===== src/rtl/cpu_pkg.sv =====
// Shared CPU definitions: instruction/address widths, their types and the
// loader state encoding used by the instruction-memory writer.
package cpu_pkg;

  localparam int ADDR_W    = 8;
  localparam int DATA_W    = 32;
  localparam int MAX_WORDS = 2 ** ADDR_W;

  typedef logic [DATA_W-1:0] inst_t;
  typedef logic [ADDR_W-1:0] iaddr_t;
  typedef logic [ADDR_W:0]   len_t;

  typedef enum logic [1:0] {
    IDLE  = 2'd0,
    RECV  = 2'd1,
    WRITE = 2'd2,
    DONE  = 2'd3
  } loader_state_t;

endpackage


===== src/rtl/imem_loader_if.sv =====
// Byte-stream input and instruction-memory write port of the loader.
// master is the loader side, slave is the stream source / memory side.
interface imem_loader_if;
  import cpu_pkg::*;

  logic       byte_valid;
  logic [7:0] byte_data;
  logic       byte_ready;
  logic       we;
  iaddr_t     waddr;
  inst_t      wdata;

  modport master (
    input  byte_valid, byte_data,
    output byte_ready, we, waddr, wdata
  );

  modport slave (
    output byte_valid, byte_data,
    input  byte_ready, we, waddr, wdata
  );

endinterface


===== src/rtl/imem_loader_byte_packer.sv =====
// Assembles four consecutive stream bytes into a little-endian word and
// flags the transfer that completes it.
module byte_packer
  import cpu_pkg::*;
(
  input  logic       clk,
  input  logic       rst,
  input  logic       clear,
  input  logic       accept,
  input  logic [7:0] byte_data,
  output inst_t      word,
  output logic       last
);

  logic [1:0] lane;

  assign last = accept && (lane == 2'd3);

  // Lane wraps 3 -> 0 on its own, so the next word starts at the LSB.
  always_ff @(posedge clk) begin
    if (rst) begin
      lane <= 2'd0;
      word <= '0;
    end else if (clear) begin
      lane <= 2'd0;
    end else if (accept) begin
      word[{lane, 3'b000} +: 8] <= byte_data;
      lane                      <= lane + 2'd1;
    end
  end

endmodule


===== src/rtl/imem_loader.sv =====
// Instruction-memory loader: writes a byte stream as 32-bit words from
// address 0 and holds the CPU in reset until the whole program is in.
module imem_loader
  import cpu_pkg::*;
(
  input  logic                 clk,
  input  logic                 rst,
  input  logic                 start,
  input  len_t                 load_len,
  imem_loader_if.master        bus,
  output logic                 busy,
  output logic                 done,
  output logic                 err,
  output logic                 cpu_hold,
  output len_t                 word_cnt
);

  localparam logic [1:0] ST_IDLE  = IDLE;
  localparam logic [1:0] ST_RECV  = RECV;
  localparam logic [1:0] ST_WRITE = WRITE;
  localparam logic [1:0] ST_DONE  = DONE;

  logic [1:0] state;
  logic [1:0] next_state;
  len_t       len_q;
  logic       len_ok;
  logic       accept_start;
  logic       accept;
  logic       last;
  logic       last_word;
  inst_t      word;

  assign len_ok         = (load_len != '0) && (load_len <= len_t'(MAX_WORDS));
  assign accept_start   = (state == ST_IDLE) && start && len_ok;
  assign bus.byte_ready = (state == ST_RECV);
  assign accept         = bus.byte_valid && bus.byte_ready;
  assign last_word      = (word_cnt + 1'b1) == len_q;
  assign bus.wdata      = word;

  byte_packer u_packer (
    .clk       (clk),
    .rst       (rst),
    .clear     (accept_start),
    .accept    (accept),
    .byte_data (bus.byte_data),
    .word      (word),
    .last      (last)
  );

  always_comb begin
    next_state = state;
    case (state)
      ST_IDLE:  if (accept_start) next_state = ST_RECV;
      ST_RECV:  if (last) next_state = ST_WRITE;
      ST_WRITE: next_state = last_word ? ST_DONE : ST_RECV;
      ST_DONE:  next_state = ST_IDLE;
      default:  next_state = ST_IDLE;
    endcase
  end

  // Status outputs are registered from the next state so each one lines up
  // with the cycle that state is actually occupied.
  always_ff @(posedge clk) begin
    if (rst) begin
      state     <= ST_IDLE;
      len_q     <= '0;
      word_cnt  <= '0;
      bus.waddr <= '0;
      bus.we    <= 1'b0;
      busy      <= 1'b0;
      cpu_hold  <= 1'b0;
      done      <= 1'b0;
      err       <= 1'b0;
    end else begin
      state    <= next_state;
      bus.we   <= (next_state == ST_WRITE);
      busy     <= (next_state == ST_RECV) || (next_state == ST_WRITE);
      cpu_hold <= (next_state == ST_RECV) || (next_state == ST_WRITE);
      done     <= (next_state == ST_DONE);
      err      <= (state == ST_IDLE) && start && !len_ok;
      if (accept_start) begin
        len_q     <= load_len;
        word_cnt  <= '0;
        bus.waddr <= '0;
      end
      // The final write leaves waddr on the last address so it never wraps.
      if (state == ST_WRITE) begin
        word_cnt <= word_cnt + 1'b1;
        if (!last_word) bus.waddr <= bus.waddr + 1'b1;
      end
    end
  end

endmodule


===== src/flat_wrapper.sv =====
// flat-port wrapper written by rule: the top's interface ports become plain ports
module imem_loader_flat import cpu_pkg::*;
  (clk, rst, start, load_len, busy, done, err, cpu_hold, word_cnt, bus_byte_valid, bus_byte_data, bus_byte_ready, bus_we, bus_waddr, bus_wdata);
  imem_loader_if bus_i ();
  input  logic clk;
  input  logic rst;
  input  logic start;
  input  len_t load_len;
  output logic busy;
  output logic done;
  output logic err;
  output logic cpu_hold;
  output len_t word_cnt;
  input wire logic [$bits(bus_i.byte_valid)-1:0] bus_byte_valid;
  input wire logic [$bits(bus_i.byte_data)-1:0] bus_byte_data;
  output wire logic [$bits(bus_i.byte_ready)-1:0] bus_byte_ready;
  output wire logic [$bits(bus_i.we)-1:0] bus_we;
  output wire logic [$bits(bus_i.waddr)-1:0] bus_waddr;
  output wire logic [$bits(bus_i.wdata)-1:0] bus_wdata;
  assign bus_i.byte_valid = bus_byte_valid;
  assign bus_i.byte_data = bus_byte_data;
  assign bus_byte_ready = bus_i.byte_ready;
  assign bus_we = bus_i.we;
  assign bus_waddr = bus_i.waddr;
  assign bus_wdata = bus_i.wdata;
  imem_loader u_core (.clk(clk), .rst(rst), .start(start), .load_len(load_len), .bus(bus_i), .busy(busy), .done(done), .err(err), .cpu_hold(cpu_hold), .word_cnt(word_cnt));
endmodule

===== config.mk =====
export PLATFORM = sky130hd
export DESIGN_NAME = imem_loader_flat
export DESIGN_NICKNAME = d
export VERILOG_FILES = /design/src/rtl/cpu_pkg.sv /design/src/rtl/imem_loader_if.sv /design/src/rtl/imem_loader_byte_packer.sv /design/src/rtl/imem_loader.sv /design/src/flat_wrapper.sv
export SDC_FILE = /design/constraint.sdc
export NUM_CORES = 1
export LEC_CHECK = 0
export ABC_CLOCK_PERIOD_IN_PS = 7300
export BUFFER_PORTS_ARGS = -buffer_cell sky130_fd_sc_hd__buf_2
export CAP_MARGIN = 20
export CORE_MARGIN = 5
export CORE_UTILIZATION = 55
export DETAILED_ROUTE_END_ITERATION = 7
export GPL_TIMING_DRIVEN = 0
export HOLD_SLACK_MARGIN = 0.15
export PLACE_DENSITY_LB_ADDON = 0.2
export SLEW_MARGIN = 20
export SYNTH_ARGS = -nofsm -noshare
export SYNTH_HDL_FRONTEND = slang
export SYNTH_HIERARCHICAL = 1
export SYNTH_SLANG_ARGS = --single-unit

===== constraint.sdc =====
create_clock -name clk -period 7.3 [get_ports clk]
set_input_delay 0.365 -clock clk [delete_from_list [all_inputs] [get_ports clk]]
set_output_delay 0.365 -clock clk [all_outputs]
set_load 0.01 [all_outputs]

==> reports/results.ini, run 1 <==
[status]
status=finished clean

[synthesis]
ys_async_sr_fraction_pct=0
synth_area_per_cell_um2=9.463
synth_top_area_share_pct=43.91
yosys_warnings=6
ys_top_cells_by_count=dfxtp_1, nand2_1, nor2_1
netlist_instances=318
synthesis.nets=348
synth_area_leaders=dfxtp_1, a22o_1, nand3_1
synth_area_leader_cell=dfxtp_1
syn_area_mm2=0.003009
synth-edff-count=0
ys_types=49
synth_seq_cells=66
yosysSeqAreaShare_pct=43.91
synth_flop_cell=dfxtp_1
yosysMostFrequentCell=dfxtp_1

[final_layout]
final_nets=434
area_growth_pct=23.78
drive_above_1_share_pct=28.36
final_cells=481
fill_cells=458
n_antenna_cell=0

[global_routing]
grt_max_degree=18
grt_pass1_vias=2414
antenna_found_initial=0
grt_pass1_wl_um=11710
grt_overflow=0
grt_use_total_pct=20.61

[pwr]
p_sw_uw=178.9
peakVddDrop_uv=145.3
clkPwrFrac_pct=47.3
cellLeakagePower_nw=1.547
p_seq_share_pct=46.0
switching_share_pct=22.30
p_comb_share_pct=6.7
total_power_uw=802.1
p_int_uw=623.2
power.density_mw_per_mm2=215.3

[die]
start_util_pct=55.67
core-area_mm2=0.005405
io_pins=76
fp.dieH_um=83.97
rows=27
die-width_um=83.97
dieArea_mm2=0.007050

[setup_path]
crit_path_start_kind=input port
cp-end-kind=flip-flop
critPathKind=in2reg
r2r_setup_slack_ps=4420
ff2ff_path_depth=8
cp.arrival_ps=3270
crit_fanout=17
timing.rr.start=u_core/word_cnt[0]
required_ps=7570
r2r-end=u_core/cpu_hold

[drt]
ant_nets=0
routed_wl_um=7106
num_vias=2676
drcViolationCount=0
first_iter_violations=137
via_per_inst=5.563
wl_per_cell_um=14.77
dr.pass1.iters=4

[worst_hold_path]
min_from=load_len[1]
hold_class=in2reg
hold_path_depth=3
min_to=u_core/len_q[1]

[sta]
drv_slew=0
finalHoldViolCount=0
layout_setup_ws_ps=4303
fin_crit_sh_pct=41.05
rsz0062_at_grt=false
finClkSkew_ps=11.67
maxSlewHeadroom_pct=45.43
period_needed_ps=2997
fmax_ghz=0.3337
tightest_slew_ps=816.4
setup_tns_ps=0
setup_viol=0

[placement]
numPortBuffers=75
place_inst=465
hpwl_um=5235
pre_cts_slack_ps=3979
gp_congestion=0.8689

[clocking]
cts_buffers=9
post_cts_buffers=0
h-tree-depth=3
ctsResizeCount=0
cts-root-buf=clkbuf_8
clkSlewWorstSetupHoldPaths_ps=70
hold_buffers=0
cts_tree=done
insertion_delay_ps=340
clock_path_buffers=2
cts_sinks=66

[job]
cap_violations=0

-- final cells by class --
| cell class | instances | area, um^2 | share of cell area, % |
|---|---|---|---|
| multi-input cells | 234 | 1590 | 42.69 |
| flip-flops and latches | 66 | 1321 | 35.47 |
| repair buffers | 75 | 375.4 | 10.08 |
| clock buffers | 10 | 137.6 | 3.695 |
| clock inverters | 6 | 112.6 | 3.023 |
| well taps | 72 | 90.09 | 2.419 |
| plain buffers | 14 | 82.58 | 2.217 |
| inverters | 4 | 15.01 | 0.4031 |
-- layout by cell type, fill, tap and decap left out, types with 6 or more instances in the layout --
cell and n:
nor2_1 26, a221o_1 6, mux2i_1 9, clkbuf_8 12
clkbuf_1 8, dfxtp_1 66, buf_2 76, ha_1 9
a22o_1 16, xnor2_1 11, nor3_1 8, a21oi_1 23
nor2b_1 8, nand3_1 25, o21ai_0 8, nand2_1 26
and2_1 6
-- routing by layer --
metal / vias up / share of wire, % / GRT usage, %
li1: 1331 / - / -
met1: 1230 / 46 / 28.15
met2: 105 / 46 / 31.16
met3: 10 / 6.8 / 5.133
met4: 0 / 1.6 / 8.041
met5: - / 0 / 0
-- cells by family after synthesis --
group,Yosys count,share of synthesized area [%]
multiplexers,11,3.742
flip-flops,66,43.91
adder cells (fa/ha/maj),9,3.742
XOR/XNOR,15,4.366
AO/OA/AOI/OAI,64,14.97
AND/OR/NAND/NOR,135,26.03
buffers and inverters,18,3.243
-- worst max-delay path, stage by stage --
cell	delay, ps
buf_2	110
or4_1	540
or3_1	410
and2_1	190
nand3_1	150
inv_1	100
buf_2	270
nor2b_2	210
nor4b_2	690
a22o_1	240
-- power groups by stage --
| stage | combinational, mW | sequential, mW | clock (mW) |
|---|---|---|---|
| 2_1_floorplan | 0.0327 | 0.377 | 0 |
| 3_3_place_gp | 0.0522 | 0.377 | 0 |
| 3_5_place_dp | 0.0534 | 0.377 | 0 |
| 4_1_cts | 0.0535 | 0.369 | 0.387 |
| 5_1_grt | 0.0584 | 0.369 | 0.405 |
| 6_report | 0.0538 | 0.369 | 0.379 |
-- stage by stage --
stage / hold WS [ps] / utilization, % / cell area (um^2)
4_1_cts: 268.8 / 68.91 / 3725
3_5_place_dp: 443.8 / 64.28 / 3475
3_3_place_gp: 441.0 / 64.28 / 3475
5_1_grt: 269.0 / 68.91 / 3725
6_report: 284.7 / 68.91 / 3725
2_1_floorplan: 476.1 / - / 3009
-- worst max-delay path by stage --
stage                 from                  endpoint  depth (start not counted)
3_3_place_gp   load_len[4]  u_core/u_packer/word[13]                         10
2_1_floorplan  load_len[4]  u_core/u_packer/word[10]                          9
6_report       load_len[4]   u_core/u_packer/word[8]                         10
5_1_grt        load_len[4]  u_core/u_packer/word[11]                         10
4_1_cts        load_len[4]   u_core/u_packer/word[8]                         10
3_5_place_dp   load_len[4]   u_core/u_packer/word[8]                         10
-- flip-flops by register name, summed over array words and instances, names as in the netlist --
signal and count:
u_core/bus.waddr 8, u_core/bus.we 1, u_core/cpu_hold 1, u_core/done 1, u_core/err 1, u_core/len_q 9, u_core/state 2, u_core/u_packer/lane 2
u_core/u_packer/word 32, u_core/word_cnt 9
(Power assumes the default switching activity.)
==> inputs of run 2 (changes only) <==
--- a/config.mk
+++ b/config.mk
@@ -5,11 +5,12 @@
 export SDC_FILE = /design/constraint.sdc
 export NUM_CORES = 1
 export LEC_CHECK = 0
-export ABC_CLOCK_PERIOD_IN_PS = 7300
+export ABC_AREA = 1
+export ABC_CLOCK_PERIOD_IN_PS = 2800
 export BUFFER_PORTS_ARGS = -buffer_cell sky130_fd_sc_hd__buf_2
 export CAP_MARGIN = 20
 export CORE_MARGIN = 5
-export CORE_UTILIZATION = 55
+export CORE_UTILIZATION = 54
 export DETAILED_ROUTE_END_ITERATION = 7
 export GPL_TIMING_DRIVEN = 0
 export HOLD_SLACK_MARGIN = 0.15
==> constraint.sdc (replaced) <==
create_clock -name clk -period 2.8 [get_ports clk]
set_input_delay 0.14 -clock clk [delete_from_list [all_inputs] [get_ports clk]]
set_output_delay 0.14 -clock clk [all_outputs]
set_load 0.01 [all_outputs]
==> reports/results.ini, run 2 <==
[synthesis]
synth_seq_cells=66  ; unchanged
netlist_instances=450  ; was 318
yosysMostFrequentCell=nand2_1  ; was dfxtp_1
synth-edff-count=0  ; unchanged
synthesis.nets=480  ; was 348
syn_area_mm2=0.003284  ; was 0.003009 mm^2
ys_async_sr_fraction_pct=0  ; unchanged
yosysSeqAreaShare_pct=40.23  ; was 43.91%
synth_area_per_cell_um2=7.299  ; was 9.463 um^2
yosys_warnings=6  ; unchanged
synth_top_area_share_pct=40.23  ; was 43.91%
synth_area_leader_cell=dfxtp_1  ; unchanged
synth_flop_cell=dfxtp_1  ; unchanged
ys_types=35  ; was 49
synth_area_leaders=dfxtp_1, nand2_1, a21oi_1  ; was dfxtp_1, a22o_1, nand3_1
ys_top_cells_by_count=nand2_1, dfxtp_1, a21oi_1  ; was dfxtp_1, nand2_1, nor2_1

[die]
core-area_mm2=0.005921  ; was 0.005405 mm^2
io_pins=76  ; unchanged
start_util_pct=55.47  ; was 55.67%
dieArea_mm2=0.007742  ; was 0.007050 mm^2
fp.dieH_um=87.99  ; was 83.97 um
die-width_um=87.99  ; was 83.97 um
rows=28  ; was 27

[sta]
maxSlewHeadroom_pct=66.16  ; was 45.43%
tightest_slew_ps=507.6  ; was 816.4 ps
fin_crit_sh_pct=80.76
setup_tns_ps=0  ; unchanged
finalHoldViolCount=0  ; unchanged
period_needed_ps=2261
holdWs_ps=195.1  ; was 284.7 ps
drv_slew=0  ; unchanged
finClkSkew_ps=7.457  ; was 11.67 ps
rsz0062_at_grt=false  ; unchanged
fmax_ghz=0.4422
setup_viol=0  ; unchanged

[clocking]
clkSlewWorstSetupHoldPaths_ps=70  ; about the same
clock_path_buffers=2  ; unchanged
ctsResizeCount=0  ; unchanged
cts_tree=done  ; unchanged
cts_buffers=9  ; unchanged
cts-root-buf=clkbuf_8  ; unchanged
h-tree-depth=3  ; unchanged
cts_sinks=66  ; unchanged
insertion_delay_ps=340  ; about the same

[drt]
ant_nets=0  ; unchanged
routed_wl_um=7968  ; was 7106 um
num_vias=3135  ; was 2676
wl_per_cell_um=12.61  ; was 14.77 um
via_per_inst=4.960  ; was 5.563
dr.pass1.iters=4  ; unchanged
drcViolationCount=0  ; unchanged
first_iter_violations=163  ; was 137

[setup_path]
cp-end-kind=flip-flop  ; unchanged
critPathMaxStageDelay_ps=460  ; was 690 ps
cp.buffers_inverters=2  ; was 3
cp_slowest_cell=dfxtp_1  ; was nor4b_2
path_cells=ha_1, inv_1, nand2_1, nand2_1, nand2_1, nand2_1, nor2_1, nand3_1, nor2_1, nand3_4, o21ai_1, ha_1, inv_1, nor2_1  ; was buf_2, or4_1, or3_1, and2_1, nand3_1, inv_1, buf_2, nor2b_2, nor4b_2, a22o_1
crit_fanout=7  ; was 17
crit_path_start_kind=flip-flop  ; was input port
cp.arrival_ps=2480  ; was 3270 ps
critPathTopFamily=simple AND/OR/NAND/NOR gates  ; unchanged
required_ps=3010  ; was 7570 ps
critPathKind=reg2reg  ; was in2reg
path_common_cell=nand2_1  ; was buf_2

[final_layout]
top_regs=u_core/u_packer/word x32, u_core/len_q x9, u_core/word_cnt x9  ; unchanged
top_register=u_core/u_packer/word  ; unchanged
final_common_cell=nand2_1  ; was buf_2
drive_above_1_share_pct=23.70  ; was 28.36%
n_antenna_cell=0  ; unchanged
layout_common_cells=nand2_1, buf_2, dfxtp_1  ; was buf_2, dfxtp_1, nor2_1, nand2_1, nand3_1
area_growth_pct=25.37  ; was 23.78%
largest_reg_flops=32  ; unchanged
final_nets=583  ; was 434

[pwr]
cellLeakagePower_nw=1.866  ; was 1.547 nW
p_comb_share_pct=9.6  ; was 6.7%
clkPwrFrac_pct=39.7  ; was 47.3%
switching_share_pct=24.35  ; was 22.30%
peakVddDrop_uv=299.5  ; was 145.3 uV
p_sw_uw=462.8  ; was 178.9 uW
p_int_mw=1.438  ; was 623.2 uW
power.density_mw_per_mm2=461.6  ; was 215.3 mW/mm^2
p_seq_share_pct=50.7  ; was 46.0%

[worst_hold_path]
hold_class=in2reg  ; unchanged

[global_routing]
grt_use_total_pct=21.80  ; was 20.61%
grt_overflow=0  ; unchanged
grt_pass1_vias=3015  ; was 2414
antenna_found_initial=0  ; unchanged
grt_pass1_wl_um=13150  ; was 11710 um
grt_max_degree=13  ; was 18

[placement]
gp_congestion=0.8720  ; was 0.8689
numPortBuffers=74  ; was 75
hpwl_um=5882  ; was 5235 um

[status]
status=finished clean  ; unchanged

[job]
cap_violations=0  ; unchanged

-- run 2: changes by cell type in the layout (fill, tap and decap cells not counted), sizes merged, moves of 5 or more --
cell | before | now
xnor2 | 11 | 4
nor4 | 5 | 0
a311oi | 5 | 0
nor2 | 27 | 47
a221o | 6 | 0
mux2i | 9 | 0
nor2b | 9 | 0
a22o | 16 | 0
inv | 5 | 44
and2 | 6 | 1
a21oi | 23 | 51
nand2 | 26 | 148
dlygate4sd3 | 0 | 18
-- run 2: routing by layer --
metal	vias up	wire, um	global-route usage [%]
li1	1621	-	-
met1	1430	3353	24.45
met2	72	4104	39.25
met3	12	378	4.704
met4	0	131	9.902
met5	-	0	0
-- run 2: power groups by stage --
stage,Sequential [mW],Clock [mW],Combinational (mW)
2_1_floorplan,0.985,0,0.110
3_5_place_dp,0.984,0,0.163
6_report,0.963,0.755,0.183
4_1_cts,0.963,0.771,0.183
3_3_place_gp,0.983,0,0.160
5_1_grt,0.964,0.811,0.202
-- run 2: area by class of cell --
class | instances | area (um^2)
Clock inverter | 2 | 10.01
Buffer | 16 | 106.4
Inverter | 44 | 167.7
Tap cell | 75 | 93.84
Sequential cell | 66 | 1321
Timing Repair Buffer | 92 | 550.5
Multi-Input combinational cell | 324 | 1689
Fill cell | 519 | 1803
Clock buffer | 13 | 178.9
-- run 2: path summary, 6_finish.rpt --
check	startpoint	end	slack, ps	cells past startpoint
min reg2reg	u_core/u_packer/word[31]	u_core/u_packer/word[31]	460	2
max reg2reg	u_core/word_cnt[0]	u_core/cpu_hold	540	14
max	u_core/word_cnt[0]	u_core/cpu_hold	540	14
min	rst	u_core/word_cnt[5]	200	2
-- run 2: cells by family (layout without fill, tap and decap cells) --
group                    after synthesis  count (layout)  share of synthesized area (%)
AND/OR/NAND/NOR                      238             238                          34.02
flip-flops                            66              66                          40.23
AO/OA/AOI/OAI                         65              65                          10.55
buffers and inverters                 60             167                          8.343
XOR/XNOR                              12              12                          3.429
adder cells (fa/ha/maj)                9               9                          3.429
-- run 2: stage by stage --
step	cell area [um^2]	utilization [%]	total power [mW]	setup slack, ps	std cells
global route	4118	69.55	1.977	295.0	632
global placement	3749	63.31	1.143	601.4	599
CTS	4118	69.55	1.917	542.0	632
detailed placement	3749	63.31	1.148	554.3	599
floorplan	3284	-	1.095	771.3	450
finish	4118	69.55	1.901	538.7	632
-- run 2: timing repair --
action,4_1_cts,5_1_grt
hold buffers,18,0
buffers inserted,0,0
endpoints found under the hold margin,18,0
==> inputs of run 3 (changes only) <==
--- a/config.mk
+++ b/config.mk
@@ -5,12 +5,12 @@
 export SDC_FILE = /design/constraint.sdc
 export NUM_CORES = 1
 export LEC_CHECK = 0
-export ABC_AREA = 1
-export ABC_CLOCK_PERIOD_IN_PS = 2800
+export ABC_AREA = 0
+export ABC_CLOCK_PERIOD_IN_PS = 2200
 export BUFFER_PORTS_ARGS = -buffer_cell sky130_fd_sc_hd__buf_2
 export CAP_MARGIN = 20
 export CORE_MARGIN = 5
-export CORE_UTILIZATION = 54
+export CORE_UTILIZATION = 53
 export DETAILED_ROUTE_END_ITERATION = 7
 export GPL_TIMING_DRIVEN = 0
 export HOLD_SLACK_MARGIN = 0.15
==> constraint.sdc (replaced) <==
create_clock -name clk -period 2.2 [get_ports clk]
set_input_delay 0.11 -clock clk [delete_from_list [all_inputs] [get_ports clk]]
set_output_delay 0.11 -clock clk [all_outputs]
set_load 0.01 [all_outputs]
==> reports/results.ini, run 3 (synthesis results as in run 1) <==
[status]
status=finished, violations left  ; was finished clean
violations=negative setup slack

[final_layout]
area_growth_pct=37.46  ; was 25.37%
top_register=u_core/u_packer/word  ; unchanged
final_nets=468  ; was 583
ff_latch_area_mm2=0.001335  ; was 0.001321 mm^2
drive_above_1_share_pct=34.99  ; was 23.70%
fill_cells=401  ; was 519
largest_reg_flops=32  ; unchanged
n_antenna_cell=0  ; unchanged
layout_common_cells=buf_2, dfxtp_1, nor2_1, nand2_1, nand3_1  ; was nand2_1, buf_2, dfxtp_1
multi_input_area_mm2=0.001712  ; was 0.001689 mm^2
top_regs=u_core/u_packer/word x32, u_core/len_q x9, u_core/word_cnt x9  ; unchanged
final_common_cell=buf_2  ; was nand2_1

[placement]
numPortBuffers=75  ; was 74
gp_congestion=0.8014  ; was 0.8720
hpwl_um=5378  ; was 5882 um
pre_cts_slack_ps=-488.2  ; was 554.3 ps

[sta]
drv_slew=0  ; unchanged
tightest_slew_ps=753.6  ; was 507.6 ps
period_needed_ps=2280  ; was 2261 ps
maxSlewHeadroom_pct=49.63  ; was 66.16%
layout_setup_ws_ps=-79.55  ; was 538.7 ps
rsz0062_at_grt=true  ; was false
fin_crit_sh_pct=103.6  ; was 80.76%
finClkSkew_ps=7.411  ; was 7.457 ps
fmax_ghz=0.4387  ; was 0.4422 GHz
setup_viol=1  ; was 0
finalHoldViolCount=0  ; unchanged
setup_tns_ps=-79.55  ; was 0 ps

[global_routing]
grt_pass1_wl_um=12710  ; was 13150 um
grt_use_total_pct=22.05  ; was 21.80%
grt_overflow=0  ; unchanged
grt_pass1_vias=2675  ; was 3015
grt_max_degree=18  ; was 13
antenna_found_initial=0  ; unchanged

[drt]
routed_wl_um=8225  ; was 7968 um
first_iter_violations=132  ; was 163
via_per_inst=5.683  ; was 4.960
dr.pass1.iters=4  ; unchanged
wl_per_cell_um=15.97  ; was 12.61 um
num_vias=2927  ; was 3135
ant_nets=0  ; unchanged
drcViolationCount=0  ; unchanged

[pwr]
clkPwrFrac_pct=40.0  ; was 39.7%
power.density_mw_per_mm2=584.8  ; was 461.6 mW/mm^2
p_sw_uw=676.7  ; was 462.8 uW
p_seq_share_pct=50.5  ; was 50.7%
peakVddDrop_uv=443.2  ; was 299.5 uV
cellLeakagePower_nw=1.725  ; was 1.866 nW
p_comb_share_pct=9.4  ; was 9.6%
p_int_mw=1.742  ; was 1.438 mW
switching_share_pct=27.97  ; was 24.35%

[clocking]
clkSlewWorstSetupHoldPaths_ps=90  ; was 70 ps
h-tree-depth=3  ; unchanged
cts-root-buf=clkbuf_8  ; unchanged
insertion_delay_ps=360  ; was 340 ps
clock_path_buffers=2  ; unchanged
cts_tree=done  ; unchanged
cts_buffers=9  ; unchanged
cts_sinks=66  ; unchanged

[setup_path]
path_cells=buf_6, nand4_1, o21ai_1, nand4_1, or4_4, o21ai_4, ha_1, nor2b_1  ; was ha_1, inv_1, nand2_1, nand2_1, nand2_1, nand2_1, nor2_1, nand3_1, nor2_1, nand3_4, o21ai_1, ha_1, inv_1, nor2_1
crit_fanout=7  ; unchanged
path_common_cell=nand4_1  ; was nand2_1
r2r_setup_slack_ps=-80  ; was 540 ps
cp_slowest_cell=or4_4  ; was dfxtp_1
cp-endpoint=u_core/cpu_hold  ; unchanged
r2r-end=u_core/cpu_hold  ; unchanged
critPathTopFamily=simple AND/OR/NAND/NOR gates  ; unchanged
cp.depth=8  ; was 14
cp-end-kind=flip-flop  ; unchanged
ff2ff_path_depth=8  ; was 14
critPathMaxStageDelay_ps=600  ; was 460 ps
cp.arrival_ps=2510  ; was 2480 ps
critPathKind=reg2reg  ; unchanged
timing.rr.start=u_core/word_cnt[4]  ; was u_core/word_cnt[0]
required_ps=2430  ; was 3010 ps
crit_path_start_kind=flip-flop  ; unchanged
cp.buffers_inverters=1  ; was 2
crit_path_start=u_core/word_cnt[4]  ; was u_core/word_cnt[0]

[die]
start_util_pct=54.65  ; was 55.47%
core-area_mm2=0.005507  ; was 0.005921 mm^2
fp.dieH_um=85.35  ; was 87.99 um
die-width_um=85.35  ; was 87.99 um
dieArea_mm2=0.007285  ; was 0.007742 mm^2
io_pins=76  ; unchanged
rows=27  ; was 28

[worst_hold_path]
hold_class=in2reg  ; unchanged

[job]
cap_violations=0  ; unchanged

-- run 3: cell types whose count changed in the layout (fill, tap and decap cells not counted), sizes merged, moves of 6 or more --
cell / previous run / this run
xnor2: 4 / 11
nor2b: 0 / 9
inv: 44 / 7
buf: 81 / 97
a22o: 0 / 16
a21oi: 51 / 23
mux2i: 0 / 9
nor2: 47 / 27
nand2: 148 / 26
a221o: 0 / 6
-- run 3: layer usage --
layer / up-vias / routed length, um / GRT usage [%]
met5: - / 0 / 0
li1: 1394 / - / -
met2: 113 / 3947 / 36.44
met1: 1398 / 3475 / 26.56
met3: 22 / 600 / 6.602
met4: 0 / 202 / 9.209
-- run 3: layout make-up --
cell class,count,area share (%)
multi-input cells,234,41.38
flip-flops and latches,66,32.27
repair buffers,110,16.88
clock buffers,9,2.995
plain buffers,13,2.420
well taps,72,2.178
clock inverters,7,1.512
inverters,4,0.3630
-- run 3: power by group through the flow --
stage | logic [mW] | clock network (mW) | registers, mW
floorplan | 0.114 | 0 | 1.25
global placement | 0.177 | 0 | 1.25
detailed placement | 0.181 | 0 | 1.25
CTS | 0.216 | 0.985 | 1.22
global route | 0.244 | 1.03 | 1.22
finish | 0.228 | 0.969 | 1.22
-- run 3: timing repair --
| action | CTS | global route |
|---|---|---|
| setup endpoints to repair | 26 | 42 |
| hold buffers | 18 | 0 |
| resized for setup | 8 | 22 |
| pin swaps | 7 | 11 |
| endpoints found under the hold margin | 42 | 0 |
| buffers inserted | 13 | 4 |
-- run 3: how the worst min path moves through the flow --
stage | startpoint | to | cells after the start
after detailed placement | load_len[3] | u_core/len_q[3] | 3
after floorplan | bus_byte_data[2] | u_core/u_packer/word[10] | 1
after global placement | load_len[5] | u_core/len_q[5] | 3
after CTS | rst | u_core/u_packer/word[24] | 3
final | rst | u_core/u_packer/word[24] | 3
after global routing | rst | u_core/u_packer/word[26] | 3
-- run 3: through the flow --
step | utilization, % | cell area [um^2] | hold slack, ps | cells | power, mW
final | 75.12 | 4136 | 258.2 | 515 | 2.419
after floorplan | - | 3062 | 231.5 | 318 | 1.364
after global placement | 64.05 | 3527 | 356.6 | 465 | 1.426
after CTS | 73.17 | 4029 | 237.6 | 512 | 2.422
after global routing | 75.12 | 4136 | 271.8 | 515 | 2.503
after detailed placement | 64.05 | 3527 | 362.0 | 465 | 1.431
-- run 3: tightest hold or removal path, delay by kind of cell --
family                 cells  cell delay, ps
AOI/OAI and AO/OA          1             110
buffers and inverters      2             360
